`src/rtl/stream_demux.sv`:
```
// stream_demux: routes one producer stream into one of two consumer streams.
// Each channel has its own FIFO, so a stalled consumer only blocks the producer
// while the producer is pointing at that consumer's full FIFO.
// Each stored word carries the value of i_counter from its acceptance cycle as a tag.
//
// Ports:
//   i_clk, i_rst                 clock, synchronous active-high reset
//   i_counter                    free-running cycle counter (tag source)
//   i_in, i_sel, i_valid         producer word, route select (0 -> ch1, 1 -> ch2), valid
//   o_ready                      producer handshake
//   o_out_x, o_tag_x, o_valid_x  channel x head data/tag/valid (zeroed when empty)
//   i_ready_x                    channel x consumer ready
//   o_count_x                    words accepted into channel x (wrapping)
module stream_demux #(
  parameter int DATA_W = 32,
  parameter int DEPTH  = 2,
  parameter int CNT_W  = 16
) (
  input  logic              i_clk,
  input  logic              i_rst,
  input  logic [31:0]       i_counter,
  input  logic [DATA_W-1:0] i_in,
  input  logic              i_sel,
  input  logic              i_valid,
  output logic              o_ready,
  output logic [DATA_W-1:0] o_out_1,
  output logic [31:0]       o_tag_1,
  output logic              o_valid_1,
  input  logic              i_ready_1,
  output logic [DATA_W-1:0] o_out_2,
  output logic [31:0]       o_tag_2,
  output logic              o_valid_2,
  input  logic              i_ready_2,
  output logic [CNT_W-1:0]  o_count_1,
  output logic [CNT_W-1:0]  o_count_2
);

  localparam int PTR_W = (DEPTH > 1) ? $clog2(DEPTH) : 1;
  localparam int OCC_W = PTR_W + 1;
  localparam logic [OCC_W-1:0] OCC_FULL = OCC_W'(DEPTH);

  // index 0 = channel 1, index 1 = channel 2
  logic [DATA_W-1:0] data_q   [2][DEPTH];
  logic [DATA_W-1:0] data_d   [2][DEPTH];
  logic [31:0]       tag_q    [2][DEPTH];
  logic [31:0]       tag_d    [2][DEPTH];
  logic [PTR_W-1:0]  wr_ptr_q [2];
  logic [PTR_W-1:0]  wr_ptr_d [2];
  logic [PTR_W-1:0]  rd_ptr_q [2];
  logic [PTR_W-1:0]  rd_ptr_d [2];
  logic [OCC_W-1:0]  occ_q    [2];
  logic [OCC_W-1:0]  occ_d    [2];
  logic [CNT_W-1:0]  count_q  [2];
  logic [CNT_W-1:0]  count_d  [2];

  logic [1:0] valid;
  logic [1:0] full;
  logic [1:0] cons_ready;
  logic [1:0] pop;
  logic [1:0] push;
  logic       ready;

  // Handshake: a full selected channel may still accept when it pops this
  // cycle; the unselected channel never influences o_ready.
  always_comb begin
    valid      = '0;
    full       = '0;
    cons_ready = {i_ready_2, i_ready_1};
    for (int c = 0; c < 2; c++) begin
      valid[c] = (occ_q[c] != '0);
      full[c]  = (occ_q[c] == OCC_FULL);
    end
    pop   = valid & cons_ready;
    ready = !i_rst && (!full[i_sel] || pop[i_sel]);
    push  = '0;
    if (i_valid && ready) begin
      push[i_sel] = 1'b1;
    end
  end

  assign o_ready = ready;

  always_comb begin
    data_d   = data_q;
    tag_d    = tag_q;
    wr_ptr_d = wr_ptr_q;
    rd_ptr_d = rd_ptr_q;
    occ_d    = occ_q;
    count_d  = count_q;
    for (int c = 0; c < 2; c++) begin
      if (push[c]) begin
        data_d[c][wr_ptr_q[c]] = i_in;
        tag_d[c][wr_ptr_q[c]]  = i_counter;
        wr_ptr_d[c]            = wr_ptr_q[c] + PTR_W'(1);
        count_d[c]             = count_q[c] + CNT_W'(1);
      end
      if (pop[c]) begin
        rd_ptr_d[c] = rd_ptr_q[c] + PTR_W'(1);
      end
      case ({push[c], pop[c]})
        2'b10:   occ_d[c] = occ_q[c] + OCC_W'(1);
        2'b01:   occ_d[c] = occ_q[c] - OCC_W'(1);
        default: occ_d[c] = occ_q[c];
      endcase
    end
  end

  always_ff @(posedge i_clk) begin
    if (i_rst) begin
      for (int c = 0; c < 2; c++) begin
        wr_ptr_q[c] <= '0;
        rd_ptr_q[c] <= '0;
        occ_q[c]    <= '0;
        count_q[c]  <= '0;
      end
    end else begin
      wr_ptr_q <= wr_ptr_d;
      rd_ptr_q <= rd_ptr_d;
      occ_q    <= occ_d;
      count_q  <= count_d;
    end
  end

  // Storage needs no reset: stale entries are never visible because the
  // outputs are masked whenever a channel is empty.
  always_ff @(posedge i_clk) begin
    data_q <= data_d;
    tag_q  <= tag_d;
  end

  assign o_valid_1 = valid[0];
  assign o_out_1   = valid[0] ? data_q[0][rd_ptr_q[0]] : '0;
  assign o_tag_1   = valid[0] ? tag_q[0][rd_ptr_q[0]]  : '0;
  assign o_valid_2 = valid[1];
  assign o_out_2   = valid[1] ? data_q[1][rd_ptr_q[1]] : '0;
  assign o_tag_2   = valid[1] ? tag_q[1][rd_ptr_q[1]]  : '0;
  assign o_count_1 = count_q[0];
  assign o_count_2 = count_q[1];

endmodule

```
`config.mk`:
```
export PLATFORM = sky130hd
export DESIGN_NAME = stream_demux
export DESIGN_NICKNAME = d
export VERILOG_FILES = /design/src/rtl/stream_demux.sv
export SDC_FILE = /design/constraint.sdc
export NUM_CORES = 1
export LEC_CHECK = 0
export CAP_MARGIN = 20
export CORE_MARGIN = 1.5
export CORE_UTILIZATION = 30
export DETAILED_ROUTE_END_ITERATION = 8
export PLACE_DENSITY = 0.48
export RECOVER_POWER = 50
export SYNTH_ARGS = -nofsm -noshare
export SYNTH_HDL_FRONTEND = slang
export SYNTH_SLANG_ARGS = --single-unit
```
`constraint.sdc`:
```
create_clock -name i_clk -period 14 [get_ports i_clk]
set_input_delay 1.4 -clock i_clk [delete_from_list [all_inputs] [get_ports i_clk]]
set_output_delay 1.4 -clock i_clk [all_outputs]
set_load 0.005 [all_outputs]
```
==> results.sh, run 1 <==
export IMPL_netlist_area_mm2=0.0114
export IMPL_final_common_cell="edfxtp_1"
export IMPL_avgRoutedWirePerCell_um=18.0
export IMPL_power_density_mw_per_mm2=145
export IMPL_fmax_ghz=0.183
export IMPL_fillers=3530
export IMPL_leakagePower_nw=4.94
export IMPL_min_path_cells=1
export IMPL_rsz0062_at_grt="false"
export IMPL_worstSetupPathDepth=7
export IMPL_grt_ovfl_total=0
export IMPL_die_w_um=198
export IMPL_grt_max_degree=65
export IMPL_min_delay_start="o_count_2[15]"
export IMPL_tns_ns=0
export IMPL_power_switching_uw=534
export IMPL_synthAdderAreaFrac_pct=0.438
export IMPL_slowest_stage="clkbuf_1"
export IMPL_skew_ns=0.0168
export IMPL_hp_class="reg -> reg"
export IMPL_coreArea_mm2=0.0376
export IMPL_vias=6967
export IMPL_area_delta_synth_final_pct=35.1
export IMPL_ys_flop_type="edfxtp_1"
export IMPL_gp_congestion=0.743
export IMPL_die_area_mm2=0.0392
export IMPL_drt_iter0_markers=298
export IMPL_cts_sinks=296
export IMPL_drive_gt1_share_pct=5.85
export IMPL_worst_hold_slack_ns=0.471
export IMPL_avgSynthCellArea_um2=15.0
export IMPL_clockBufferDepth=3
export IMPL_rr_startpoint="occ_q[2]"
export IMPL_synth_edf_count=256
export IMPL_ys_warn_count=0
export IMPL_startpoint="i_rst"
export IMPL_wl_um=27700
export IMPL_synthArstFlopShare_pct=0
export IMPL_worst_slew_margin_rel_pct=-32.3
export IMPL_crit_required_ns=14.09
export IMPL_peakVddDrop_mv=0.0728
export IMPL_reg2reg_to="data_q[96]"
export IMPL_grt_pass1_wl_um=41600
export IMPL_clk_pin_slew_ns=0.06
export IMPL_critPathArrivalTime_ns=5.56
export IMPL_finalSetupViolCount=0
export IMPL_finalCritPeriodShare_pct=39.1
export IMPL_maxCapViolations=2
export IMPL_grt_pass1_vias=7001
export IMPL_final_cell_mix="edfxtp_1, nor2_1, clkdlybuf4s50_1, mux2i_1, dlygate4sd3_1"
export IMPL_ant_nets=0
export IMPL_violations="capacitance limit, slew limit"
export IMPL_initial_core_util_pct=30.4
export IMPL_root_buffer="clkbuf_16"
export IMPL_io_pins=233
export IMPL_cp_num_buf_inv=4
export IMPL_placementRows=71
export IMPL_synth_simple_area_share_pct=8.75
export IMPL_ys_types=38
export IMPL_die_y_um=198
export IMPL_critPathMaxStageDelay_ns=1.46
export IMPL_nNetsFinal=1074
export IMPL_power_frac_seq_pct=44.6
export IMPL_worstHoldEndpoint="o_count_2[15]"
export IMPL_placed_area_mm2=0.0143
export IMPL_utilization_pct=41.1
export IMPL_cp_top_family="buffers and inverters"
export IMPL_worstPathMaxFanout=41
export IMPL_setup_slack_ns=8.53
export IMPL_crit_type="in -> reg"
export IMPL_outcome="complete, but fails checks"
export IMPL_synth_top_cell_area_share_pct=67.3
export IMPL_cts_tree="built"
export IMPL_synth_top_family_by_area="multiplexers"
export IMPL_switching_share_pct=23.8
export IMPL_synthMuxAreaShare_pct=11.2
export IMPL_synth_seq_cells=296
export IMPL_clk_latency_ns=0.51
export IMPL_yosysTopAreaCell="edfxtp_1"
export IMPL_p_total_mw=2.24
export IMPL_synthesis_nets=833
export IMPL_first_pass_iters=4
export IMPL_antenna_found_initial=6
export IMPL_stdcell_count=1538
export IMPL_setup_worst_path_start_class="input port"
export IMPL_drc=0
export IMPL_vias_per_cell=4.53
export IMPL_postCtsSetupRepairBufs=0
export IMPL_post_route_min_period_ns=5.47
export IMPL_cts_htree_levels=2
export IMPL_r2r_cells=5
export IMPL_grt_usage_pct=14.1
export IMPL_worst_slew_pin_slew_ns=1.98
export IMPL_synth_cells=759
export IMPL_synth_area_top_cells="edfxtp_1, mux2i_1, dfxtp_1"
export IMPL_hold_buffers=0
export IMPL_clkPwrFrac_pct=38.8
export IMPL_p_comb_share_pct=16.6
export IMPL_cts_buffers=35
export IMPL_path_cells="dlygate4sd3_1 > clkbuf_1 > or3b_1 > nor2_1 > inv_1 > nor2_1 > clkbuf_1"
export IMPL_post_place_ws_ns=9.10
export IMPL_port_buffers=232
export IMPL_yosysSeqAreaShare_pct=74.3
export IMPL_reg2reg_slack_ns=10.76
export IMPL_hold_viol=0
export IMPL_post_cts_resize_count=0
export IMPL_internal_power_mw=1.71
export IMPL_final_area_mm2=0.0154
export IMPL_synth_xor_area_share_pct=1.46
export IMPL_cp_end_kind="register"
export IMPL_dp_hpwl_um=17200
export IMPL_maxSlewViolCount=74
export IMPL_dpl_cell_count=1473
export IMPL_synth_compound_area_share_pct=2.41
## worst max-delay path by stage
stage                        endpoint  slack [ns]
after floorplan           data_q[100]        8.64
after global placement     tag_q[115]        9.10
after detailed placement   tag_q[120]        9.10
after CTS                     o_ready        9.45
after global routing      data_q[101]        8.19
final                      data_q[96]        8.53
## state kept, by name (all words and copies together) (netlist names)
signal     count
rd_ptr_q       2
data_q       128
wr_ptr_q       2
o_count_1     16
tag_q        128
o_count_2     16
occ_q          4
## cells in the mapped netlist, types with 2 or more instances
master	n
edfxtp_1	256
nor2_1	153
mux2i_1	128
dfxtp_1	40
clkbuf_1	22
a21oi_1	18
nand2_1	16
xnor2_1	14
buf_1	13
or3_1	13
o21ai_0	11
nand3_1	8
nand4_1	7
inv_1	6
or4_1	6
o31ai_1	5
xor2_1	5
and2_1	4
ha_1	4
nor3b_1	4
nor4_1	3
o311ai_0	3
o41ai_1	3
and3_1	2
nor3_1	2
## power by group through the flow
stage,clock network [mW],registers (mW),logic [mW]
6_report,0.870,0.999,0.372
4_1_cts,0.898,1.00,0.389
2_1_floorplan,0,1.01,0.170
3_3_place_gp,0,1.02,0.388
3_5_place_dp,0,1.02,0.387
5_1_grt,0.934,1.00,0.408
## metal layers
layer	GRT usage (%)	wire length, um
met1	18.5	12600
met2	23.1	13100
met3	3.41	1470
met4	3.85	448
met5	0	55
## kinds of logic after synthesis
group / Yosys count
adder cells (fa/ha/maj): 4
AND/OR/NAND/NOR: 225
multiplexers: 128
XOR/XNOR: 19
buffers and inverters: 42
flip-flops: 296
AO/OA/AOI/OAI: 45
## cell type report
| cell class | instances | area (um2) | area share (%) |
|---|---|---|---|
| flip-flops and latches | 296 | 8500 | 55.0 |
| multi-input cells | 421 | 2790 | 18.1 |
| repair buffers | 240 | 2370 | 15.4 |
| clock buffers | 45 | 956 | 6.19 |
| well taps | 511 | 639 | 4.14 |
| clock inverters | 17 | 148 | 0.957 |
| inverters | 6 | 22.5 | 0.146 |
| diodes | 2 | 5.00 | 0.0324 |
Note: power is estimated with default switching activity, not from simulation.
==> run 2, diff against run 1 <==
- PLACE_DENSITY: 0.48 -> 0.5
- clock period: 14 -> 4.93 ns (I/O delays scaled with it)
==> run 2 against run 1 <==
The run still ends with capacitance limit, slew limit left; wire length down 1.4%; clock power rose to 2.8 times the previous value; clock skew fell by 0.0040 ns; count of clock-buffer cells in the layout rose by 2; critical path type is now in -> out; combinational power grew to 2.8 times the previous value; worst setup slack lost 7.1 ns; die area is the same; via count fell by 0.70%; global-route usage shrank 0.33 points.
==> results.sh, run 2 (same netlist as run 1, synthesis figures left out) <==
export IMPL_post_place_ws_ns=1.85
export IMPL_setup_worst_path_start_class="input port"
export IMPL_placementRows=71
export IMPL_maxSlewViolCount=138
export IMPL_final_common_cell="edfxtp_1"
export IMPL_die_w_um=198
export IMPL_worst_slew_margin_rel_pct=-35.0
export IMPL_post_cts_resize_count=0
export IMPL_grt_pass1_vias=6803
export IMPL_avgRoutedWirePerCell_um=17.7
export IMPL_hold_buffers=0
export IMPL_vias=6918
export IMPL_finalSetupViolCount=0
export IMPL_first_pass_iters=4
export IMPL_cts_tree="built"
export IMPL_coreArea_mm2=0.0376
export IMPL_violations="capacitance limit, slew limit"
export IMPL_maxCapViolations=3
export IMPL_cts_htree_levels=2
export IMPL_critPathArrivalTime_ns=2.99
export IMPL_multi_input_area_mm2=0.00281
export IMPL_cts_buffers=35
export IMPL_root_buffer="clkbuf_16"
export IMPL_io_pins=233
export IMPL_port_buffers=232
export IMPL_skew_ns=0.0128
export IMPL_wl_um=27300
export IMPL_die_area_mm2=0.0392
export IMPL_cts_sinks=296
export IMPL_area_delta_synth_final_pct=35.5
export IMPL_final_cell_mix="edfxtp_1, nor2_1, clkdlybuf4s50_1, mux2i_1, dlygate4sd3_1"
export IMPL_vias_per_cell=4.49
export IMPL_top_regs="data_q x128, tag_q x128"
export IMPL_post_route_min_period_ns=3.48
export IMPL_clockBufferDepth=3
export IMPL_grt_ovfl_total=0
export IMPL_drt_iter0_markers=351
export IMPL_initial_core_util_pct=30.4
export IMPL_gp_congestion=0.737
export IMPL_register_area_mm2=0.00850
export IMPL_leakagePower_nw=4.95
export IMPL_postCtsSetupRepairBufs=0
export IMPL_grt_usage_pct=13.7
export IMPL_cp_end_kind="output port"
export IMPL_setup_slack_ns=1.45
export IMPL_slowest_stage="clkbuf_1"
export IMPL_final_area_mm2=0.0155
export IMPL_fmax_ghz=0.287
export IMPL_antenna_found_initial=3
export IMPL_power_density_mw_per_mm2=408
export IMPL_path_cells="dlygate4sd3_1 > clkbuf_1 > a211oi_1 > clkdlybuf4s50_1"
export IMPL_drive_gt1_share_pct=6.82
export IMPL_rsz0062_at_grt="false"
export IMPL_placed_area_mm2=0.0144
export IMPL_cp_num_buf_inv=3
export IMPL_outcome="complete, but fails checks"
export IMPL_hp_class="reg -> reg"
export IMPL_drc=0
export IMPL_cp_top_family="buffers and inverters"
export IMPL_finalCritPeriodShare_pct=70.6
export IMPL_fillers=3488
export IMPL_nNetsFinal=1075
export IMPL_critPathMaxStageDelay_ns=1.27
export IMPL_worstPathMaxFanout=40
export IMPL_crit_required_ns=4.44
export IMPL_tns_ns=0
export IMPL_grt_pass1_wl_um=40600
export IMPL_worst_slew_pin_slew_ns=2.03
export IMPL_clk_latency_ns=0.50
export IMPL_peakVddDrop_mv=0.211
export IMPL_die_y_um=198
export IMPL_dp_hpwl_um=16900
export IMPL_ant_nets=0
export IMPL_hold_viol=0
export IMPL_worst_hold_slack_ns=0.470
export IMPL_clk_pin_slew_ns=0.05
export IMPL_crit_type="in -> out"
export IMPL_grt_max_degree=65
-- run 2: report_power, final --
group          total [mW]  leakage [nW]  switching (mW)  internal, mW
Sequential           2.87          2.65          0.0877          2.78
Clock                2.41         0.532           0.972          1.43
Combinational        1.04          1.77           0.479         0.557
Total                6.32          4.95            1.54          4.78
-- run 2: area by class of cell --
class,instances,area share (%)
flip-flops and latches,296,54.9
well taps,511,4.13
clock buffers,47,6.24
diodes,2,0.0324
multi-input cells,421,18.1
clock inverters,16,0.785
repair buffers,241,15.6
inverters,6,0.146
-- run 2: per-stage QoR --
stage / util (%) / power [mW] / instances
6_report: 41.2 / 6.32 / 1540
4_1_cts: 41.1 / 6.43 / 1537
3_5_place_dp: 38.3 / 4.00 / 1474
2_1_floorplan: - / 3.34 / 759
5_1_grt: 41.2 / 6.59 / 1539
3_3_place_gp: 38.3 / 4.00 / 1474
-- run 2: path summary, 6_finish.rpt --
| path | cells past startpoint | slack, ns | endpoint | startpoint |
|---|---|---|---|---|
| max | 4 | 1.45 | o_ready | i_rst |
| min | 1 | 0.47 | o_count_2[15] | o_count_2[15] |
| max reg2reg | 5 | 1.59 | data_q[60] | occ_q[1] |
| min reg2reg | 1 | 0.47 | o_count_2[15] | o_count_2[15] |
-- run 2: routing by layer --
| metal | vias to the layer above | wire (um) | GRT usage (%) |
|---|---|---|---|
| met4 | 2 | 514 | 3.85 |
| li1 | 3320 | - | - |
| met3 | 37 | 1270 | 2.93 |
| met2 | 171 | 13100 | 22.3 |
| met1 | 3388 | 12300 | 18.5 |
| met5 | - | 7 | 0 |
==> run 3, diff against run 2 <==
- PLACE_DENSITY: 0.5 -> 0.48
- clock period: 4.93 -> 3.36 ns (I/O delays scaled with it)
==> run 3 against run 2 <==
Die area did not move; final cell count rose by 0.45%; largest power group unchanged; the run now ends clean; largest cell class unchanged; combinational power rose by 55%.
==> results.sh, run 3 (same netlist as run 1, synthesis figures left out) <==
export IMPL_root_buffer="clkbuf_16"
export IMPL_hp_class="reg -> reg"
export IMPL_peakVddDrop_mv=0.287
export IMPL_grt_pass1_wl_um=42500
export IMPL_worst_slew_pin_slew_ns=0.913
export IMPL_grt_ovfl_total=0
export IMPL_p_comb_share_pct=17.6
export IMPL_power_frac_seq_pct=45.5
export IMPL_placementRows=71
export IMPL_top_regs="data_q x128, tag_q x128"
export IMPL_outcome="finished clean"
export IMPL_drt_iter0_markers=287
export IMPL_placed_area_mm2=0.0145
export IMPL_drive_gt1_share_pct=7.26
export IMPL_die_y_um=198
export IMPL_switching_share_pct=24.4
export IMPL_finalCritPeriodShare_pct=81.6
export IMPL_crit_type="reg -> out"
export IMPL_worstPathMaxFanout=43
export IMPL_leakagePower_nw=4.99
export IMPL_initial_core_util_pct=30.4
export IMPL_die_w_um=198
export IMPL_post_route_min_period_ns=2.74
export IMPL_crit_required_ns=3.02
export IMPL_internal_power_mw=6.93
export IMPL_antenna_found_initial=7
export IMPL_drc=0
export IMPL_post_cts_resize_count=0
export IMPL_final_common_cell="edfxtp_1"
export IMPL_hold_buffers=0
export IMPL_met3_length_um=1470
export IMPL_grt_max_degree=65
export IMPL_final_cell_mix="edfxtp_1, nor2_1, clkdlybuf4s50_1, mux2i_1, dlygate4sd3_1"
export IMPL_hold_viol=0
export IMPL_clkPwrFrac_pct=36.9
export IMPL_maxSlewViolCount=0
export IMPL_worst_slew_margin_rel_pct=39.0
export IMPL_postCtsSetupRepairBufs=0
export IMPL_nNetsFinal=1091
export IMPL_grt_usage_pct=14.4
export IMPL_io_pins=233
export IMPL_cp_end_kind="output port"
export IMPL_cts_sinks=296
export IMPL_met2_length_um=13500
export IMPL_cts_buffers=35
export IMPL_first_pass_iters=4
export IMPL_vias=6989
export IMPL_maxCapViolations=0
export IMPL_power_switching_mw=2.24
export IMPL_power_density_mw_per_mm2=589
export IMPL_fmax_ghz=0.365
export IMPL_finalSetupViolCount=0
export IMPL_cts_htree_levels=2
export IMPL_final_area_mm2=0.0156
export IMPL_critPathArrivalTime_ns=2.41
export IMPL_dp_hpwl_um=18200
export IMPL_clk_latency_ns=0.50
export IMPL_die_area_mm2=0.0392
export IMPL_avgRoutedWirePerCell_um=18.3
export IMPL_rsz0062_at_grt="false"
export IMPL_worst_hold_slack_ns=0.456
export IMPL_clockBufferDepth=3
export IMPL_port_buffers=232
export IMPL_setup_worst_path_start_class="register"
export IMPL_wl_met1_um=12700
export IMPL_ant_nets=0
export IMPL_wl_um=28300
export IMPL_cts_tree="built"
export IMPL_coreArea_mm2=0.0376
export IMPL_skew_ns=0.0136
export IMPL_gp_congestion=0.751
export IMPL_tns_ns=0
export IMPL_grt_pass1_vias=7150
export IMPL_top_layer="met5"
export IMPL_area_delta_synth_final_pct=36.2
export IMPL_clk_pin_slew_ns=0.05
export IMPL_vias_per_cell=4.52
-- run 3: path summary, 6_finish.rpt --
path | from | end | slack [ns] | cells past startpoint
hold / removal | o_count_2[15] | o_count_2[15] | 0.46 | 1
setup / recovery | occ_q[2] | o_out_1[8] | 0.62 | 5
setup reg to reg | occ_q[3] | occ_q[3] | 1.05 | 6
hold reg to reg | o_count_2[15] | o_count_2[15] | 0.46 | 1
-- run 3: stage by stage --
| step | setup WS, ns | utilization [%] | std cells | power [mW] |
|---|---|---|---|---|
| global placement | 0.562 | 38.6 | 1490 | 5.93 |
| detailed placement | 0.574 | 38.6 | 1490 | 5.92 |
| global route | 0.414 | 41.4 | 1545 | 9.56 |
| CTS | 0.487 | 41.3 | 1543 | 9.36 |
| floorplan | 0.139 | - | 759 | 4.90 |
| finish | 0.617 | 41.4 | 1547 | 9.16 |
-- run 3: power groups by stage --
stage / Sequential [mW] / Clock [mW] / Combinational [mW]
floorplan: 4.19 / 0 / 0.709
global placement: 4.25 / 0 / 1.68
detailed placement: 4.25 / 0 / 1.67
CTS: 4.18 / 3.50 / 1.68
global route: 4.18 / 3.63 / 1.75
finish: 4.17 / 3.38 / 1.61
-- run 3: layout make-up --
| cell class | instances | area (um2) |
|---|---|---|
| multi-input cells | 421 | 2810 |
| inverters | 6 | 22.5 |
| clock inverters | 8 | 48.8 |
| flip-flops and latches | 296 | 8500 |
| fillers | 3497 | 22000 |
| well taps | 511 | 639 |
| repair buffers | 257 | 2570 |
| clock buffers | 45 | 966 |
| diodes | 3 | 7.51 |
-- run 3: layer usage --
layer	track usage (%)	up-vias
met5	0	-
met4	4.21	8
met3	3.27	52
met2	23.7	168
met1	18.9	3427
li1	-	3334
-- run 3: critical path, stage by stage, from the launching register on --
cell	delay [ns]
dfxtp_1	0.37
nor2_4	0.44
buf_12	0.32
buf_4	0.22
nor2_1	0.08
clkdlybuf4s50_1	0.45
